$ cat src/rtl/cache_bus_arb_if.sv
// Signal bundle between the I$/D$ line-fill requesters, the bus interface and the arbiter.
// Modport master belongs to the arbiter; slave is the requester/bus side.
interface cache_bus_arb_if #(
   parameter int PA_BITS = 32,
   parameter int LOGBWPL = 2
);
   logic               IReq;
   logic [PA_BITS-1:0] IAdr;
   logic [1:0]         DBusRW;
   logic [PA_BITS-1:0] DAdr;
   logic               IAck;
   logic               DAck;
   logic [LOGBWPL-1:0] BeatCount;
   logic               SelBusBeat;
   logic [1:0]         BusRW;
   logic [PA_BITS-1:0] BusAdr;
   logic               BusReady;
   logic [1:0]         Grant;

   modport master (
      input  IReq, IAdr, DBusRW, DAdr, BusReady,
      output IAck, DAck, BeatCount, SelBusBeat, BusRW, BusAdr, Grant
   );

   modport slave (
      output IReq, IAdr, DBusRW, DAdr, BusReady,
      input  IAck, DAck, BeatCount, SelBusBeat, BusRW, BusAdr, Grant
   );
endinterface

$ cat src/rtl/cache_bus_arb.sv
// I$/D$ line-burst bus arbiter: IDLE -> BURST -> ACKGAP, D$ writeback chained into fetch.
// Optional CACHEBUSARB_ROUNDROBIN_EN: ties go to the requester not granted most recently.
module cache_bus_arb #(
   parameter int PA_BITS = 32,
   parameter int LOGBWPL = 2
) (
   input logic             clk,
   input logic             reset,
   cache_bus_arb_if.master bus
);
   typedef enum logic [1:0] {
      IDLE   = 2'd0,
      BURST  = 2'd1,
      ACKGAP = 2'd2
   } state_t;

   localparam logic [LOGBWPL-1:0] LAST_BEAT = {LOGBWPL{1'b1}};
   localparam logic [LOGBWPL-1:0] ONE_BEAT  = LOGBWPL'(1);

   state_t             stateR;
   logic [LOGBWPL-1:0] beatCountR;
   logic [1:0]         grantR;
   logic [1:0]         busRwR;
   logic [PA_BITS-1:0] busAdrR;
   logic               selBusBeatR;
   logic               fetchPendR;
   logic               beatSeenR;
   logic               rstDoneR;
`ifdef CACHEBUSARB_ROUNDROBIN_EN
   logic               lastOwnerDR;
`endif

   logic dReqS;
   logic ownerReqS;
   logic finalBeatS;
   logic pickDS;

   // Request decode, owner tracking and arbitration choice.
   always_comb begin
      dReqS      = bus.DBusRW[1] | bus.DBusRW[0];
      ownerReqS  = grantR[1] ? dReqS : bus.IReq;
      finalBeatS = (stateR == BURST) && bus.BusReady && (beatCountR == LAST_BEAT);
`ifdef CACHEBUSARB_ROUNDROBIN_EN
      if (dReqS && bus.IReq) begin
         pickDS = ~lastOwnerDR;
      end else begin
         pickDS = dReqS;
      end
`else
      pickDS = dReqS;
`endif
   end

   // Ack must fire in the same cycle the last beat is accepted, so it is decoded from BusReady.
   assign bus.IAck       = reset & finalBeatS & ~fetchPendR & grantR[0];
   assign bus.DAck       = reset & finalBeatS & ~fetchPendR & grantR[1];
   assign bus.BeatCount  = beatCountR;
   assign bus.SelBusBeat = selBusBeatR;
   assign bus.BusRW      = busRwR;
   assign bus.BusAdr     = busAdrR;
   assign bus.Grant      = grantR;

   // Arbiter state machine and all registered outputs.
   always_ff @(posedge clk) begin
      if (!reset) begin
         stateR      <= IDLE;
         beatCountR  <= {LOGBWPL{1'b0}};
         grantR      <= 2'b00;
         busRwR      <= 2'b00;
         busAdrR     <= {PA_BITS{1'b0}};
         selBusBeatR <= 1'b0;
         fetchPendR  <= 1'b0;
         beatSeenR   <= 1'b0;
         rstDoneR    <= 1'b0;
`ifdef CACHEBUSARB_ROUNDROBIN_EN
         lastOwnerDR <= 1'b1;
`endif
      end else begin
         rstDoneR <= 1'b1;
         case (stateR)
            IDLE: begin
               // rstDoneR holds off the first grant until the second edge out of reset.
               if (rstDoneR && (dReqS || bus.IReq)) begin
                  stateR     <= BURST;
                  beatCountR <= {LOGBWPL{1'b0}};
                  beatSeenR  <= 1'b0;
`ifdef CACHEBUSARB_ROUNDROBIN_EN
                  lastOwnerDR <= pickDS;
`endif
                  if (pickDS) begin
                     grantR  <= 2'b10;
                     busAdrR <= bus.DAdr;
                     if (bus.DBusRW[0]) begin
                        busRwR      <= 2'b01;
                        selBusBeatR <= 1'b1;
                        fetchPendR  <= bus.DBusRW[1];
                     end else begin
                        busRwR      <= 2'b10;
                        selBusBeatR <= 1'b0;
                        fetchPendR  <= 1'b0;
                     end
                  end else begin
                     grantR      <= 2'b01;
                     busAdrR     <= bus.IAdr;
                     busRwR      <= 2'b10;
                     selBusBeatR <= 1'b0;
                     fetchPendR  <= 1'b0;
                  end
               end else begin
                  stateR <= IDLE;
               end
            end
            BURST: begin
               if (bus.BusReady) begin
                  beatSeenR  <= 1'b1;
                  beatCountR <= beatCountR + ONE_BEAT;
                  if (beatCountR == LAST_BEAT) begin
                     if (fetchPendR) begin
                        // Writeback done: roll straight into the fetch without re-arbitrating.
                        fetchPendR  <= 1'b0;
                        busRwR      <= 2'b10;
                        selBusBeatR <= 1'b0;
                     end else begin
                        stateR      <= ACKGAP;
                        grantR      <= 2'b00;
                        busRwR      <= 2'b00;
                        selBusBeatR <= 1'b0;
                     end
                  end else begin
                     stateR <= BURST;
                  end
               end else if (!beatSeenR && !ownerReqS) begin
                  stateR      <= IDLE;
                  grantR      <= 2'b00;
                  busRwR      <= 2'b00;
                  selBusBeatR <= 1'b0;
                  fetchPendR  <= 1'b0;
               end else begin
                  stateR <= BURST;
               end
            end
            ACKGAP: begin
               stateR <= IDLE;
            end
            default: begin
               stateR      <= IDLE;
               beatCountR  <= {LOGBWPL{1'b0}};
               grantR      <= 2'b00;
               busRwR      <= 2'b00;
               selBusBeatR <= 1'b0;
               fetchPendR  <= 1'b0;
               beatSeenR   <= 1'b0;
            end
         endcase
      end
   end
endmodule

$ cat src/flat_wrapper.sv
// flat-port wrapper written by rule: the top's interface ports become plain ports
module cache_bus_arb_flat 
#(
   parameter int PA_BITS = 32,
   parameter int LOGBWPL = 2
)
  (clk, reset, bus_IReq, bus_IAdr, bus_DBusRW, bus_DAdr, bus_BusReady, bus_IAck, bus_DAck, bus_BeatCount, bus_SelBusBeat, bus_BusRW, bus_BusAdr, bus_Grant);
  cache_bus_arb_if #(.PA_BITS(PA_BITS), .LOGBWPL(LOGBWPL)) bus_i ();
  input logic clk;
  input logic reset;
  input wire logic [$bits(bus_i.IReq)-1:0] bus_IReq;
  input wire logic [$bits(bus_i.IAdr)-1:0] bus_IAdr;
  input wire logic [$bits(bus_i.DBusRW)-1:0] bus_DBusRW;
  input wire logic [$bits(bus_i.DAdr)-1:0] bus_DAdr;
  input wire logic [$bits(bus_i.BusReady)-1:0] bus_BusReady;
  output wire logic [$bits(bus_i.IAck)-1:0] bus_IAck;
  output wire logic [$bits(bus_i.DAck)-1:0] bus_DAck;
  output wire logic [$bits(bus_i.BeatCount)-1:0] bus_BeatCount;
  output wire logic [$bits(bus_i.SelBusBeat)-1:0] bus_SelBusBeat;
  output wire logic [$bits(bus_i.BusRW)-1:0] bus_BusRW;
  output wire logic [$bits(bus_i.BusAdr)-1:0] bus_BusAdr;
  output wire logic [$bits(bus_i.Grant)-1:0] bus_Grant;
  assign bus_i.IReq = bus_IReq;
  assign bus_i.IAdr = bus_IAdr;
  assign bus_i.DBusRW = bus_DBusRW;
  assign bus_i.DAdr = bus_DAdr;
  assign bus_i.BusReady = bus_BusReady;
  assign bus_IAck = bus_i.IAck;
  assign bus_DAck = bus_i.DAck;
  assign bus_BeatCount = bus_i.BeatCount;
  assign bus_SelBusBeat = bus_i.SelBusBeat;
  assign bus_BusRW = bus_i.BusRW;
  assign bus_BusAdr = bus_i.BusAdr;
  assign bus_Grant = bus_i.Grant;
  cache_bus_arb #(.PA_BITS(PA_BITS), .LOGBWPL(LOGBWPL)) u_core (.clk(clk), .reset(reset), .bus(bus_i));
endmodule
$ cat config.mk
export PLATFORM = sky130hd
export DESIGN_NAME = cache_bus_arb_flat
export DESIGN_NICKNAME = d
export VERILOG_FILES = /design/src/rtl/cache_bus_arb_if.sv /design/src/rtl/cache_bus_arb.sv /design/src/flat_wrapper.sv
export SDC_FILE = /design/constraint.sdc
export NUM_CORES = 1
export LEC_CHECK = 0
export ABC_AREA = 1
export CAP_MARGIN = 30
export CORE_AREA = 5 5 83 85
export DETAILED_ROUTE_END_ITERATION = 10
export DIE_AREA = 0 0 88 90
export HOLD_SLACK_MARGIN = 0.05
export PLACE_DENSITY = 0.78
export SLEW_MARGIN = 25
export SYNTH_ARGS = -nofsm -noshare
export SYNTH_HDL_FRONTEND = slang
export SYNTH_SLANG_ARGS = --single-unit
export TNS_END_PERCENT = 5
$ cat constraint.sdc
create_clock -name clk -period 1.2 [get_ports clk]
set_clock_uncertainty 0.1 [all_clocks]
set_input_delay 0.24 -clock clk [delete_from_list [all_inputs] [get_ports clk]]
set_output_delay 0.24 -clock clk [all_outputs]
set_load 0.1 [all_outputs]
[Word-level counts from Yosys, hierarchy flattened]
Cells that the tools add are included.
Storage, ports and cells
  register bits after elaboration: 44
  input port bits: 70
Operators by class
  mux-type cells: 40
  equal/unequal tests: 9
  $add $sub $neg: 1
  reduce and logical (&&, ||, !) cells: 12
  bitwise operators: 7
Operators by type and width (number)
  $mux 2: 17
  $mux 32: 1
  $pmux 2 s3: 3
  $mux 1: 15
  $ne 3x3->1 const B: 3
  $pmux 1 s3: 3
  $reduce_and 5->1: 1
  $and 1x1->1: 4
  $eq 2x2->1 const B: 2
  $logic_and 1x1->1: 4
  $ne 4x4->1 const B: 1
  $pmux 2 s2: 1
  $reduce_and 4->1: 1
  $reduce_and 3->1: 1
  $add 2x1->2 const B: 1
  $eq 2x1->1 const B: 1
  $logic_not 1->1: 2
  $logic_not 2->1: 1
  $ne 2x1->1 const B: 1
  $ne 2x2->1 const B: 1
  $not 1->1: 2
  $reduce_and 2->1: 1
  $logic_or 1x1->1: 1
  $or 1x1->1: 1

[Logic depth before layout (Yosys ltp)]
Gate-level depths: netlist of the first run.
  depth after elaboration: 7
  gate-level depth with buffers: 9
  gate-level depth less buffers: 9

[Least setup slack after synthesis of the first run]
No wires, ideal clock.
  path kind: flip-flop to output port
  start: reg u_core.beatCountR[0], in the netlist u_core.bus.BeatCount[0]
  end: out bus_DAck
  stages on the path, launching flop included: 6
  data required time: 0.860 ns
  arrival time: 2.932 ns
  slack: -2.072 ns
  cell sequence: dfxtp_1 -> ha_1 -> nand2_1 -> nor4_1 -> inv_1 -> nor2_1
On the way
  cells in the longest elaborated chain, start to end: 5
Ends and longest elaborated chain
  start: declaration: RTL line cache_bus_arb.sv:21  | logic [LOGBWPL-1:0] beatCountR;
  start signal: assignment: RTL line cache_bus_arb.sv:67  | beatCountR <= {LOGBWPL{1'b0}};
  start signal: assignment: RTL line cache_bus_arb.sv:85  | beatCountR <= {LOGBWPL{1'b0}};
  start signal: assignment: RTL line cache_bus_arb.sv:116  | beatCountR <= beatCountR + ONE_BEAT;
  $eq 2x2->1: RTL line cache_bus_arb.sv:42  | finalBeatS = (stateR == BURST) && bus.BusReady && (beatCountR == LAST_BEAT);
  $logic_and 1x1->1: RTL line cache_bus_arb.sv:42
  $and 1x1->1 (3 in a row): RTL line cache_bus_arb.sv:56  | assign bus.DAck = reset & finalBeatS & ~fetchPendR & grantR[1];
  end: declaration: RTL line flat_wrapper.sv:17  | output wire logic [$bits(bus_i.DAck)-1:0] bus_DAck;
No other way between the ends.

[Worst setup path in the final report of the first run]
  start: reg u_core.beatCountR[1], in the netlist u_core.bus.BeatCount[1]
  end: out bus_DAck
Same word-level chain as after synthesis.

==> summary.md, run 1 <==
| Metric | Value |
|---|---|
| Int Pwr | `0.00274 W` |
| P_sw | `0.00165 W` |
| CTS sink cnt | `44` |
| Critical path class | `reg2out` |
| Port Buf Inserts | `110` |
| Met1 wire length | `2610 µm` |
| Top layer in use | `met4` |
| Crit path launch | `u_core.bus.BeatCount[1]$_SDFFE_PN0P_` |
| Met3 WL | `538 µm` |
| Worst setup slack after layout | `-564 ps` |
| Worst setup SP type | `flop` |
| Max incr delay on CP | `370 ps` |
| Minimum clock period | `1760 ps` |
| DR DRC count | `0` |
| CTS Buf Count | `5` |
| Htree depth | `2` |
| Initial antenna violation count | `0` |
| CTS max path bufs | `2` |
| Crit path DAT | `1420 ps` |
| Worst-path clk slew | `80 ps` |
| Hold_ws | `254 ps` |
| RR Endpoint | `u_core.bus.Grant[0]$_SDFFE_PN0P_` |
| Die Y | `90 µm` |
| Clock latency on the worst-skew pair | `280 ps` |
| Met2 WL | `3630 µm` |
| Detailed-route wire length | `6880 µm` |
| RR Startpoint | `u_core.stateR[1]$_SDFFE_PN0P_` |
| Share of layout cells above drive strength 1 | `0.410` |
| Initial core utilization | `0.337` |
| Dpl hpwl | `5080 µm` |
| Status | `complete, but fails checks` |
| Sw frac | `0.375` |
| Final period util | `1.47` |
| DRT antenna net count | `0` |
| Crit end category | `primary output` |
| Distinct cell type count after synthesis | `18` |
| Detailed Route Iter0 Violations | `48` |
| Via count | `2380` |
| CTS tree | `done` |
| Sequential share of power | `0.382` |
| DR vias/cell | `4.75` |
| Worst-margin pin slew | `418 ps` |
| Sequential area share after synthesis | `0.426` |
| Place WS | `-729 ps` |
| Row cnt | `29` |
| Placed insts | `489` |
| Post-synthesis cell count | `295` |
| Final Instance Count excl. Fillers | `501` |
| Largest net degree at the start of global routing | `41` |
| Comb power frac | `0.423` |
| Synth Area per Inst | `7.00 µm²` |
| Hold crit path type | `in2reg` |
| RSZ-0062 raised after global routing | `true` |
| Hold Startpoint | `reset` |
| Worst EP required | `860 ps` |
| VDD IR max | `0.648 mV` |
| Endpoints failing setup | `47` |
| CP cell instances | `ha_4 > nand2_4 > nor4_4 > inv_2 > nor2_4 > buf_12` |
| Fmax | `567 MHz` |
| Slew margin rel. | `0.721` |
| Hold-critical path depth | `2` |
| Number of inserted diodes | `0` |
| WHS Endpoint | `u_core.rstDoneR$_DFF_P_` |
| GRT Util Overall | `0.166` |
| Most frequent cells in the layout | `nand2_1, clkdlybuf4s50_1, buf_12` |
| Drt pass-1 iters | `4` |
| Synth warnings | `0` |
| Failing checks | `negative setup slack` |
| Pleak | `1.68 nW` |
| Cell area after synthesis | `0.00207 mm²` |
| Final hold violation count | `0` |
| Root Driver | `clkbuf_8` |
| R2R depth | `9` |
| Reg2reg setup slack | `-160 ps` |
| Cell Pwr Density | `1060 mW/mm²` |
| Yosys reg bits | `44` |
| Die area | `0.00792 mm²` |
| First-pass GRT wire length | `10700 µm` |
| Core area | `0.00613 mm²` |
| Fin. max-slew vios | `0` |
| WL/cell | `13.7 µm` |
| Die Width | `88 µm` |
| Net count, final | `494` |
| Setup TNS | `-4920 ps` |
| FILL cells | `478` |
| Core Util, Final | `0.676` |
| Clock power frac | `0.195` |
| Syn nets | `366` |
| Gpl congestion | `0.774` |
| Ports | `111` |
| Max FO, Critical Path | `2` |
| Max cap viols | `0` |
| Remaining global-route overflow | `0` |
| Cts hold-fix bufs | `0` |
| CP max-delay cell | `dfxtp_4` |
| Most common cell after layout, fill and taps aside | `nand2_1` |
| Syn-to-layout area delta | `101%` |
| Number of global-route vias before repair | `2317` |
worst max-delay path by stage:
stage / to / cells past startpoint / slack, ps
2_1_floorplan: bus_DAck / 5 / -700
3_3_place_gp: bus_DAck / 6 / -700
3_5_place_dp: bus_DAck / 6 / -730
4_1_cts: bus_DAck / 6 / -590
5_1_grt: bus_DAck / 6 / -640
6_report: bus_DAck / 6 / -560
per-stage QoR:
step,total power (W),cell area (µm²)
after floorplan,0.00269,2120
after global placement,0.00345,3830
after detailed placement,0.00348,3830
after CTS,0.00441,4060
after global routing,0.00462,4150
final,0.00439,4150
what timing repair did:
item / CTS / global route
endpoints found under the hold margin: 0 / 0
gates resized for setup: 64 / 28
pin swaps: 9 / 10
buffers inserted: 3 / 3
setup endpoints to repair: 79 / 63
cell type report:
class | count | area [µm²] | area share
Sequential cell | 44 | 945 | 0.228
Tap cell | 77 | 96.3 | 0.0232
Inverter | 16 | 62.6 | 0.0151
Timing Repair Buffer | 138 | 1760 | 0.424
Clock buffer | 7 | 76.3 | 0.0184
Clock inverter | 1 | 3.75 | 0.000905
Multi-Input combinational cell | 218 | 1200 | 0.290
cell families (layout without fill, tap and decap cells):
kind of cell	after synthesis	count (layout)	synth area share
AOI/OAI and AO/OA	76	76	0.222
DFF	44	44	0.426
buffers and inverters	33	162	0.0793
adders and majority gates	1	1	0.00606
and+or+nand+nor	141	141	0.266
flip-flops by register name, summed over array words and instances, names as in the netlist:
signal,count
u_core.beatSeenR,1
u_core.bus.BeatCount,2
u_core.bus.BusAdr,32
u_core.bus.BusRW,2
u_core.bus.Grant,2
u_core.bus.SelBusBeat,1
u_core.fetchPendR,1
u_core.rstDoneR,1
u_core.stateR,2
worst max-delay path: cells and delay by family (launching register included):
| family | cells | cell delay (ps) |
|---|---|---|
| flip-flops | 1 | 370 |
| AND/OR/NAND/NOR | 3 | 350 |
| buffers and inverters | 2 | 280 |
| adder cells (fa/ha/maj) | 1 | 150 |
per-layer routing:
metal	GRT usage	vias to the layer above
met3	0.0439	8
li1	-	1205
met1	0.193	1075
met2	0.297	92
met5	0	-
met4	0.0409	0
power by group through the flow:
| stage | clock network, W | logic [W] | registers, W |
|---|---|---|---|
| final | 0.000856 | 0.00186 | 0.00168 |
| after global routing | 0.000974 | 0.00195 | 0.00169 |
| after CTS | 0.000903 | 0.00183 | 0.00167 |
| after detailed placement | 0 | 0.00179 | 0.00169 |
| after global placement | 0 | 0.00177 | 0.00168 |
| after floorplan | 0 | 0.000405 | 0.00228 |
Yosys cell counts (all sizes together):
master,count,share of area
nand2,90,0.16
ha,1,0.0061
a21oi,72,0.21
o21ai,3,0.0073
nor4,1,0.0030
dfxtp,44,0.43
buf,13,0.043
nand3,2,0.0048
clkbuf,4,0.0073
nand4,3,0.0091
inv,16,0.029
nor2,45,0.085
a41oi,1,0.0042
Power figures use the tool's default switching activity.
==> run 2: changes to the inputs <==
--- a/config.mk
+++ b/config.mk
@@ -12,6 +12,8 @@
 export DIE_AREA = 0 0 88 90
 export HOLD_SLACK_MARGIN = 0.05
 export PLACE_DENSITY = 0.78
+export REMOVE_ABC_BUFFERS = 1
+export SETUP_SLACK_MARGIN = 0.2
 export SLEW_MARGIN = 25
 export SYNTH_ARGS = -nofsm -noshare
 export SYNTH_HDL_FRONTEND = slang
==> run 2 against run 1 <==
- critical path type unchanged
- the flow still finishes with violations (negative setup slack)
- via count up 4.3%
- final cell count up 2.2%
- combinational power up 5%
- non-clock buffer count up 11
- routed wire length up 7.4%
- sequential share of layout area down 1.4 points
- cell area up 6.0%
- first-iteration DRC count up 90%
- largest cell class unchanged
- critical path depth unchanged
- core utilization up 4.0 points
- highest routed layer unchanged
==> summary.md, run 2 (synthesized netlist as in run 1, its figures left out) <==
| Metric | Value |
|---|---|
| Int Pwr | `0.00287 W (was 0.00274 W)` |
| Final Instance Count excl. Fillers | `512 (was 501)` |
| WL/cell | `14.4 µm (was 13.7 µm)` |
| Dpl hpwl | `4860 µm (was 5080 µm)` |
| Max FO, Critical Path | `3 (was 2)` |
| Detailed Route Iter0 Violations | `91 (was 48)` |
| Crit end category | `primary output (unchanged)` |
| Setup TNS | `-14000 ps (was -4920 ps)` |
| Via count | `2482 (was 2380)` |
| Placed insts | `486 (was 489)` |
| Root Driver | `clkbuf_8 (unchanged)` |
| Failing checks | `negative setup slack (unchanged)` |
| Fin. max-slew vios | `0 (unchanged)` |
| CTS tree | `done (unchanged)` |
| Met3 WL | `537 µm (was 538 µm)` |
| Met1 wire length | `2740 µm (was 2610 µm)` |
| Remaining global-route overflow | `0 (unchanged)` |
| Initial core utilization | `0.337 (unchanged)` |
| CTS max path bufs | `2 (unchanged)` |
| Pleak | `1.79 nW (was 1.68 nW)` |
| RSZ-0062 raised after global routing | `true (unchanged)` |
| Most common cell after layout, fill and taps aside | `nand2_1 (unchanged)` |
| Largest net degree at the start of global routing | `40 (was 41)` |
| Detailed-route wire length | `7380 µm (was 6880 µm)` |
| Top layer in use | `met4 (unchanged)` |
| FILL cells | `460 (was 478)` |
| Clock latency on the worst-skew pair | `280 ps (about the same)` |
| GRT Util Overall | `0.177 (was 0.166)` |
| Met2 WL | `3990 µm (was 3630 µm)` |
| Minimum clock period | `1830 ps (was 1760 ps)` |
| CTS sink cnt | `44 (unchanged)` |
| DR vias/cell | `4.85 (was 4.75)` |
| Port Buf Inserts | `110 (unchanged)` |
| Die Y | `90 µm (unchanged)` |
| Cell Pwr Density | `1040 mW/mm² (was 1060 mW/mm²)` |
| Comb power frac | `0.427 (was 0.423)` |
| Hold crit path type | `in2reg (unchanged)` |
| Worst-path clk slew | `80 ps (about the same)` |
| Die area | `0.00792 mm² (unchanged)` |
| Critical path class | `reg2out (unchanged)` |
| Share of layout cells above drive strength 1 | `0.434 (was 0.410)` |
| Cts hold-fix bufs | `0 (unchanged)` |
| DR DRC count | `0 (unchanged)` |
| Clock power frac | `0.207 (was 0.195)` |
| Ports | `111 (unchanged)` |
| Fmax | `546 MHz (was 567 MHz)` |
| Core area | `0.00613 mm² (unchanged)` |
| Gpl congestion | `0.901 (was 0.774)` |
| First-pass GRT wire length | `11300 µm (was 10700 µm)` |
| Sequential share of power | `0.366 (was 0.382)` |
| CTS Buf Count | `5 (unchanged)` |
| Worst-margin pin slew | `300 ps (was 418 ps)` |
| Crit path DAT | `1490 ps (was 1420 ps)` |
| Row cnt | `29 (unchanged)` |
| DRT antenna net count | `0 (unchanged)` |
| Syn-to-layout area delta | `113% (was 101%)` |
| Final hold violation count | `0 (unchanged)` |
| Sw frac | `0.374 (was 0.375)` |
| Most frequent cells in the layout | `nand2_1, clkdlybuf4s50_1, buf_12 (unchanged)` |
| Drt pass-1 iters | `4 (unchanged)` |
| Htree depth | `2 (unchanged)` |
| Max reg flops | `32 (unchanged)` |
| Number of inserted diodes | `0 (unchanged)` |
| Endpoints failing setup | `49 (was 47)` |
| Die Width | `88 µm (unchanged)` |
| P_sw | `0.00172 W (was 0.00165 W)` |
| Worst setup slack after layout | `-633 ps (was -564 ps)` |
| Place WS | `-806 ps (was -729 ps)` |
| Max cap viols | `0 (unchanged)` |
| Initial antenna violation count | `0 (unchanged)` |
| Status | `complete, but fails checks (unchanged)` |
| Net count, final | `505 (was 494)` |
| Worst setup SP type | `flop (unchanged)` |
| Final period util | `1.53 (was 1.47)` |
| Slew margin rel. | `0.800 (was 0.721)` |
| VDD IR max | `0.603 mV (was 0.648 mV)` |
| Worst EP required | `860 ps (about the same)` |
| Number of global-route vias before repair | `2347 (was 2317)` |
-- run 2: cell types whose count changed in the layout (fill, tap and decap cells not counted), moves of 3 or more --
cell / previous run / this run
buf_16: 0 / 3
a21oi_1: 36 / 29
inv_1: 9 / 12
a21oi_4: 1 / 5
buf_6: 5 / 17
a21oi_2: 35 / 38
buf_4: 21 / 16
-- run 2: what timing repair did --
action | 4_1_cts | 5_1_grt
gates cloned | 3 | 0
endpoints found under the setup margin | 84 | 84
setup buffers | 11 | 4
pin swaps | 8 | 6
gates resized for setup | 87 | 38
-- run 2: area by class of cell --
cell class	count	area, µm²	share of cell area
Inverter	16	60.1	0.0137
Multi-Input combinational cell	218	1240	0.283
Clock buffer	8	90.1	0.0205
Sequential cell	44	940	0.214
Tap cell	77	96.3	0.0219
Timing Repair Buffer	149	1960	0.447
-- run 2: power groups by stage --
stage	logic, W	clock network [W]	registers, W
2_1_floorplan	0.000356	0	0.00228
3_3_place_gp	0.00176	0	0.00168
3_5_place_dp	0.00177	0	0.00168
4_1_cts	0.00191	0.000972	0.00168
5_1_grt	0.00206	0.00103	0.00169
6_report	0.00196	0.000951	0.00168
-- run 2: final timing paths --
kind | cells past startpoint | from | endpoint | slack, ps
worst min-delay path | 2 | reset | u_core.rstDoneR$_DFF_P_ | 200
worst max register to register | 12 | u_core.stateR[1]$_SDFFE_PN0P_ | u_core.stateR[1]$_SDFFE_PN0P_ | -630
worst min register to register | 2 | u_core.beatSeenR$_SDFFE_PN0P_ | u_core.beatSeenR$_SDFFE_PN0P_ | 380
worst max-delay path | 6 | u_core.stateR[1]$_SDFFE_PN0P_ | bus_DAck | -630
-- run 2: metal layers --
metal,vias to the layer above,track usage
met5,-,0
met4,0,0.0499
met3,11,0.0466
met2,88,0.319
met1,1157,0.201
li1,1226,-
-- run 2: through the flow --
| step | instance area, µm² | power, W | util | hold slack [ps] |
|---|---|---|---|---|
| 6_report | 4390 | 0.00459 | 0.717 | 204 |
| 3_5_place_dp | 3770 | 0.00346 | 0.614 | 362 |
| 4_1_cts | 4240 | 0.00455 | 0.691 | 301 |
| 3_3_place_gp | 3770 | 0.00344 | 0.614 | 357 |
| 5_1_grt | 4390 | 0.00478 | 0.717 | 198 |
| 2_1_floorplan | 1960 | 0.00263 | - | 168 |
-- run 2: critical path, stage by stage (launching register included) --
cell	delay [ps]
dfxtp_2	340
inv_2	70
nand2_4	70
nor4_4	320
inv_2	110
nor2_4	110
buf_12	180
